### config.mk
export PLATFORM = sky130hd
export DESIGN_NAME = dbg_req_loader
export DESIGN_NICKNAME = d
export VERILOG_FILES = /design/src/rtl/dbg_req_loader.sv
export SDC_FILE = /design/constraint.sdc
export NUM_CORES = 1
export LEC_CHECK = 0
export BUFFER_PORTS_ARGS = -buffer_cell sky130_fd_sc_hd__buf_2
export CAP_MARGIN = 20
export CORE_ASPECT_RATIO = 1.4
export CORE_MARGIN = 2
export CORE_UTILIZATION = 63
export CTS_CLUSTER_DIAMETER = 80
export DETAILED_ROUTE_END_ITERATION = 7
export PLACE_DENSITY = 0.85
export SYNTH_ARGS = -nofsm -noshare
export SYNTH_HDL_FRONTEND = slang
export SYNTH_SLANG_ARGS = --single-unit
### constraint.sdc
create_clock -name clock -period 6.3 [get_ports clock]
set_input_delay 1.26 -clock clock [delete_from_list [all_inputs] [get_ports clock]]
set_output_delay 1.26 -clock clock [all_outputs]
set_load 0.01 [all_outputs]
### src/rtl/dbg_req_loader.sv
// dbg_req_loader: buffers debug write requests and replays them as memory writes or core-reset control
module dbg_req_loader #(
    parameter int          FIFO_DEPTH = 4,
    parameter logic [31:0] CTRL_ADDR  = 32'hFFFF_0000
) (
    input  logic        clock,
    input  logic        reset,
    input  logic        req_valid,
    input  logic [31:0] req_bits_addr,
    input  logic [31:0] req_bits_data,
    output logic        req_ready,
    output logic        mem_valid,
    output logic [31:0] mem_addr,
    output logic [31:0] mem_data,
    input  logic        mem_ready,
    output logic        core_reset,
    output logic        err_misaligned,
    output logic [15:0] load_count
);
    localparam int AW = $clog2(FIFO_DEPTH);
    localparam logic [AW:0] FULL = (AW+1)'(FIFO_DEPTH);

    typedef enum logic [1:0] {IDLE, MEM, CTRL} state_t;

    state_t        state;
    logic [31:0]   fifo_addr [FIFO_DEPTH];
    logic [31:0]   fifo_data [FIFO_DEPTH];
    logic [AW-1:0] wr_ptr;
    logic [AW-1:0] rd_ptr;
    logic [AW:0]   count;
    logic [31:0]   head_addr;
    logic [31:0]   head_data;
    logic          empty;
    logic          misaligned;
    logic          push;
    logic          pop;

    assign empty      = count == '0;
    assign req_ready  = !reset && count != FULL;
    assign push       = req_valid && req_ready;
    assign head_addr  = fifo_addr[rd_ptr];
    assign head_data  = fifo_data[rd_ptr];
    assign misaligned = head_addr != CTRL_ADDR && head_addr[1:0] != 2'b00;
    assign pop        = (state == IDLE && !empty && misaligned) || state == CTRL || (state == MEM && mem_ready);

    // request storage; entries become visible at the head only after the push edge
    always_ff @(posedge clock) begin
        if (push) begin
            fifo_addr[wr_ptr] <= req_bits_addr;
            fifo_data[wr_ptr] <= req_bits_data;
        end
    end

    // pointers wrap naturally at the power-of-two depth; count disambiguates full from empty
    always_ff @(posedge clock) begin
        if (reset) begin
            wr_ptr <= '0;
            rd_ptr <= '0;
            count  <= '0;
        end else begin
            wr_ptr <= push ? wr_ptr + 1'b1 : wr_ptr;
            rd_ptr <= pop ? rd_ptr + 1'b1 : rd_ptr;
            count  <= count + (AW+1)'(push) - (AW+1)'(pop);
        end
    end

    // dispatch the head: memory write, control-register update, or drop with error
    always_ff @(posedge clock) begin
        if (reset) begin
            state          <= IDLE;
            mem_valid      <= 1'b0;
            mem_addr       <= '0;
            mem_data       <= '0;
            core_reset     <= 1'b1;
            err_misaligned <= 1'b0;
            load_count     <= '0;
        end else begin
            case (state)
                IDLE: begin
                    if (!empty) begin
                        if (head_addr == CTRL_ADDR) begin
                            state <= CTRL;
                        end else if (misaligned) begin
                            err_misaligned <= 1'b1;
                        end else begin
                            state     <= MEM;
                            mem_valid <= 1'b1;
                            mem_addr  <= head_addr;
                            mem_data  <= head_data;
                        end
                    end
                end
                MEM: begin
                    if (mem_ready) begin
                        state      <= IDLE;
                        mem_valid  <= 1'b0;
                        load_count <= load_count == 16'hFFFF ? load_count : load_count + 16'd1;
                    end
                end
                CTRL: begin
                    core_reset <= head_data[0];
                    state      <= IDLE;
                end
                default: state <= IDLE;
            endcase
        end
    end
endmodule
==> flow_summary.json, run 1 <==
{
  "status": "completed",
  "reg2reg_slack_ps": 2360,
  "ys_types": 52,
  "timing.setup.tns_ps": 0,
  "p_leak_uw": 0.00563,
  "cts_inserted_buffers": 31,
  "die_h_um": 178,
  "rr_worst_depth": 6,
  "gp_congestion": 0.867,
  "pre_cts_ws_ps": 2320,
  "grt_pass1_vias": 7561,
  "netlist_area_um2": 13600,
  "worstMarginPinSlew_ps": 1050,
  "wirelength_um": 25900,
  "cts_hold_buf": 0,
  "crit_chain": "mux4_2 > or4_1 > or4_4 > o21bai_4 > buf_4 > mux2i_1",
  "grt_max_degree": 82,
  "end_kind": "register",
  "ys_seq_area_share_pct": 70.3,
  "worstPathRequired_ps": 6770,
  "power.density_nw_per_um2": 375,
  "antenna_found_initial": 5,
  "rsz0062_at_grt": "no",
  "ys_seq_elements": 350,
  "cts_tree": "yes",
  "fin_skew_ps": 20.5,
  "place_hpwl_um": 15300,
  "ff_latch_area_um2": 9580,
  "grtUsageTotal_pct": 23.2,
  "wl_per_cell_um": 21.2,
  "critPathMaxFanout": 46,
  "yosys.area_share.simple_pct": 9.32,
  "post_cts_buffers": 0,
  "max-slew-margin-rel_pct": 30.1,
  "syn-num-nets": 861,
  "rows": 63,
  "critPathBufInv": 1,
  "synth_top_family_by_area": "multiplexers",
  "fin_ws_ps": 2360,
  "coreArea_um2": 21200,
  "finalSetupViolCount": 0,
  "synthArstFlopShare_pct": 0,
  "drv_cap": 0,
  "drc": 0,
  "area_growth_pct": 14.9,
  "cp_slowest_cell": "dfxtp_4",
  "hold_path_class": "register to register",
  "post_cts_resized": 0,
  "ios": 152,
  "cp_slowest_stage_delay_ps": 980,
  "drt_iter0_markers": 401,
  "nNetsFinal": 1009,
  "crit_family": "simple AND/OR/NAND/NOR gates",
  "cp.depth": 6,
  "ys.flop_type": "edfxtp_1",
  "die_w_um": 128,
  "cts_sinks": 350,
  "drive_above_1_share_pct": 29.3,
  "syn_area_per_cell_um2": 17.3,
  "clockBufferDepth": 3,
  "cts_root_buffer": "clkbuf_16",
  "hp-start": "mem_addr[27]",
  "die_area_um2": 22800,
  "yosys_warnings": 0,
  "worstPathArrival_ps": 4410,
  "final_antenna_net_count": 0,
  "clk_latency_ps": 570,
  "synth_adder_area_share_pct": 0.791,
  "start_util_pct": 64.2,
  "finalMaxSlewViolations": 0,
  "hold_viol": 0,
  "nFillCells": 1236,
  "period_minus_slack_ps": 3940,
  "htree_num_levels": 1,
  "gr-total-overflow": 0,
  "synth_edf_count": 256,
  "drtPass1Iterations": 5,
  "endpoint": "mem_data[9]",
  "vias_per_cell": 5.91,
  "vias": 7225,
  "startpoint_type": "register",
  "grt_pass1_wl_um": 40400,
  "path_clk_slew_ps": 70,
  "multiInputGateArea_um2": 3790,
  "max_clock_freq_mhz": 254,
  "io_buffers": 151,
  "synth_mux_area_share_pct": 15.1,
  "finalCritPeriodShare_pct": 62.5,
  "irDropWorstVdd_uv": 266,
  "reg2reg_to": "mem_data[9]",
  "syn_inst": 785,
  "worstSetupPathType": "register to register",
  "synth_compound_area_share_pct": 1.62,
  "synth_xor_area_share_pct": 0.772
}
==> cells in the mapped netlist (3+ instances only) <==
cell         n  area [um^2]
and2_1       3         18.8
inv_1       10         37.5
ha_1         7         87.6
nand2_1      7         26.3
nand2b_1   123          769
nor3_1       3         15.0
buf_6        5         56.3
mux2i_1     63          631
buf_2        5         25.0
mux4_2      62         1400
clkbuf_1    22         82.6
dfxtp_1     94         1880
or3_1        5         31.3
and3_1       7         43.8
nand4_1      5         31.3
buf_1        3         11.3
or4_1        3         22.5
o2111ai_1    5         43.8
xor2_1       7         61.3
o21ai_0      7         35.0
a21oi_1      9         45.0
o31ai_1      3         22.5
edfxtp_1   256         7690
nor2_1      24         90.1
buf_12       3         60.1
xnor2_1      5         43.8
nor2b_1      4         25.0
and4_1       3         26.3
==> worst reg2reg max path: stages, from the launching register on <==
cell and delay [ps]:
dfxtp_4 980, mux4_2 620, or4_1 540, or4_4 550, o21bai_4 430, buf_4 450, mux2i_1 280
==> per-layer routing <==
| metal | track usage (%) | share of wire [%] |
|---|---|---|
| met5 | 0 | 0.10 |
| met4 | 10.2 | 3.3 |
| met3 | 5.40 | 6.7 |
| met2 | 40.0 | 53 |
| met1 | 28.0 | 37 |
==> state kept, by name (all words and copies together) (netlist names), named ones only <==
signal / cells
wr_ptr: 2
mem_addr: 32
core_reset: 1
rd_ptr: 2
state: 2
mem_valid: 1
fifo_addr: 128
mem_data: 32
err_misaligned: 1
fifo_data: 128
count: 3
load_count: 16
==> layout by cell type (no fill, tap or decap), types with 4 or more instances in the layout <==
master	netlist	layout
a21oi_1	9	9
and3_4	0	4
buf_2	5	150
buf_4	2	4
bufinv_16	0	5
clkbuf_1	22	5
clkbuf_16	0	31
clkbuf_8	0	6
clkinv_4	0	4
dfxtp_1	94	92
diode_2	0	5
edfxtp_1	256	256
ha_1	7	7
inv_1	10	10
mux2i_1	63	63
mux4_2	62	62
nand2_1	7	7
nand2b_1	123	123
nand4_1	5	5
nor2_1	24	24
nor2b_1	4	4
o2111ai_1	5	5
o21ai_0	7	7
or3_1	5	5
xnor2_1	5	5
xor2_1	7	7
==> layout make-up <==
cell class	count	share of cell area, %
antenna	5	0.0800
timing repair buffer	155	5.12
inverter	10	0.240
clock inverter	16	1.47
multi-input combinational	385	24.2
tap	260	2.08
clock buffer	42	5.61
sequential	350	61.2
==> logic make-up (layout without fill, tap and decap cells) <==
logic type               count (synthesis)  in the layout
buffers and inverters                   50            223
flip-flops                             350            350
AND/OR/NAND/NOR                        206            206
multiplexers                           126            126
XOR/XNOR                                12             12
adder cells (fa/ha/maj)                  8              8
other                                    0              5
AO/OA/AOI/OAI                           33             33
==> where the power goes <==
part	switching, uW	leakage (uW)	total [uW]	internal, uW
Combinational	481	0.00201	1010	527
Sequential	198	0.00309	2870	2670
Clock	812	0.000533	2000	1190
==> stage by stage <==
| step | area (um^2) | hold WS, ps | total power (uW) | util, % | std cells |
|---|---|---|---|---|---|
| after global placement | 14500 | 447 | 3870 | 68.4 | 1159 |
| after detailed placement | 14500 | 461 | 3920 | 68.5 | 1160 |
| after floorplan | 13600 | 460 | 3630 | - | 785 |
| after CTS | 15600 | 478 | 5920 | 73.7 | 1218 |
| after global routing | 15600 | 492 | 6100 | 73.8 | 1220 |
| final | 15600 | 477 | 5870 | 73.8 | 1223 |
==> how the worst min path moves through the flow <==
stage,endpoint,slack (ps),cells past startpoint
after CTS,mem_addr[25],480,2
after global routing,mem_addr[24],490,2
after global placement,err_misaligned,450,2
final,mem_addr[27],480,2
after floorplan,register,460,2
after detailed placement,mem_addr[24],460,2
(Power assumes the default switching activity.)
==> run 2, diff against run 1 <==
Settings changed: CORE_UTILIZATION 63 to 52, PLACE_DENSITY 0.85 to 0.75.
Clock period 6.3 ns to 3.4 ns, I/O delays scaled along.
==> run 2 against run 1 <==
Effect of this change:
- cell count increased by 6.6%
- worst hold slack got worse by 88 ps
- register-to-register slack worse by 1900 ps
- power rose by 85%
- final area up 1.4%
- first-iteration DRC count rose by 12%
- clock power up 82%
- clock skew is 8.7 ps lower
- critical path type unchanged
==> flow_summary.json, run 2 (synthesis gave the netlist of run 1 again) <==
{
  "status": "completed",
  "critPathMaxFanout": 30,
  "path_clk_slew_ps": 60,
  "cp_slowest_cell": "mux4_2",
  "end_kind": "register",
  "worstPathArrival_ps": 3330,
  "worstMarginPinSlew_ps": 813,
  "ios": 152,
  "rsz0062_at_grt": "no",
  "finalCritPeriodShare_pct": 85.6,
  "cts_inserted_buffers": 34,
  "largestRegisters": "fifo_addr x128, fifo_data x128",
  "die_area_um2": 27500,
  "clk_latency_ps": 500,
  "nFillCells": 1896,
  "timing.setup.tns_ps": 0,
  "grt_pass1_vias": 7309,
  "hold_viol": 0,
  "fin_skew_ps": 11.8,
  "finalMaxSlewViolations": 0,
  "drive_above_1_share_pct": 29.6,
  "cts_tree": "yes",
  "drv_cap": 0,
  "drc": 0,
  "max_clock_freq_mhz": 344,
  "antenna_found_initial": 7,
  "grtUsageTotal_pct": 19.1,
  "cts_sinks": 350,
  "mostFrequentLayoutCells": "256 x edfxtp_1, 150 x buf_2, 123 x nand2b_1",
  "startpoint_type": "register",
  "ff_latch_area_um2": 9580,
  "power.density_nw_per_um2": 684,
  "wl_per_cell_um": 20.0,
  "cp_slowest_stage_delay_ps": 540,
  "irDropWorstVdd_uv": 494,
  "worstPathRequired_ps": 3820,
  "crit_chain": "mux4_2 > or4_1 > or4_4 > o21bai_4 > buf_12 > mux2i_1",
  "cts_root_buffer": "clkbuf_16",
  "p_leak_uw": 0.00572,
  "drtPass1Iterations": 5,
  "die_h_um": 195,
  "coreArea_um2": 25900,
  "finalSetupViolCount": 0,
  "post_cts_buffers": 0,
  "nNetsFinal": 1026,
  "gp_congestion": 0.826,
  "wirelength_um": 26100,
  "grt_pass1_wl_um": 40500,
  "io_buffers": 151,
  "htree_num_levels": 2,
  "start_util_pct": 52.5,
  "die_w_um": 141,
  "rows": 70,
  "period_minus_slack_ps": 2910,
  "multiInputGateArea_um2": 3790,
  "crit_family": "simple AND/OR/NAND/NOR gates",
  "hp-start": "req_bits_data[24]",
  "gr-total-overflow": 0,
  "critPathBufInv": 1,
  "vias_per_cell": 5.52,
  "grt_max_degree": 100,
  "layout_commonest_cell": "edfxtp_1",
  "max-slew-margin-rel_pct": 45.7,
  "drt_iter0_markers": 449,
  "worstSetupPathType": "register to register",
  "clockBufferDepth": 3,
  "post_cts_resized": 0,
  "cts_hold_buf": 0,
  "hold_path_class": "input pin to register",
  "area_growth_pct": 16.5,
  "postPlaceCellArea_um2": 14800,
  "post-route-cell-area_um2": 15900,
  "place_hpwl_um": 16600,
  "final_antenna_net_count": 0,
  "vias": 7204
}
[run 2: power by group]
part           leakage (uW)  switching, uW  internal (uW)
registers           0.00309            214           4950
clock network      0.000524           1480           2160
logic               0.00211           1020           1020
total               0.00572           2720           8130
[run 2: worst paths after layout]
| check | to | slack, ps | cells past startpoint |
|---|---|---|---|
| max | mem_data[10] | 490 | 6 |
| min | fifo_data[1][24] | 390 | 1 |
| max reg2reg | mem_data[10] | 490 | 6 |
| min reg2reg | mem_addr[14] | 470 | 2 |
[run 2: through the flow]
stage	util [%]	total power (uW)	cells	worst slack, ps	hold WS, ps
finish	61.2	10800	1304	491	390
global route	61.2	11300	1302	311	367
CTS	61.1	11000	1299	460	365
detailed placement	57.0	7330	1238	456	462
global placement	57.0	7290	1238	533	455
floorplan	-	6730	785	335	460
[run 2: final cells by class]
type / instances / share of cell area, %
Sequential cell: 350 / 60.4
Antenna cell: 5 / 0.0789
Inverter: 10 / 0.237
Multi-Input combinational cell: 385 / 23.9
Timing Repair Buffer: 169 / 6.10
Tap cell: 324 / 2.56
Clock inverter: 10 / 0.820
Clock buffer: 51 / 5.97
[run 2: metal layers]
metal / up-vias / global-route usage [%] / wire (um)
met5: - / 0 / 21
met4: 4 / 6.52 / 643
met3: 50 / 4.51 / 1540
met1: 3636 / 24.0 / 10500
met2: 192 / 32.7 / 13400
li1: 3322 / - / -
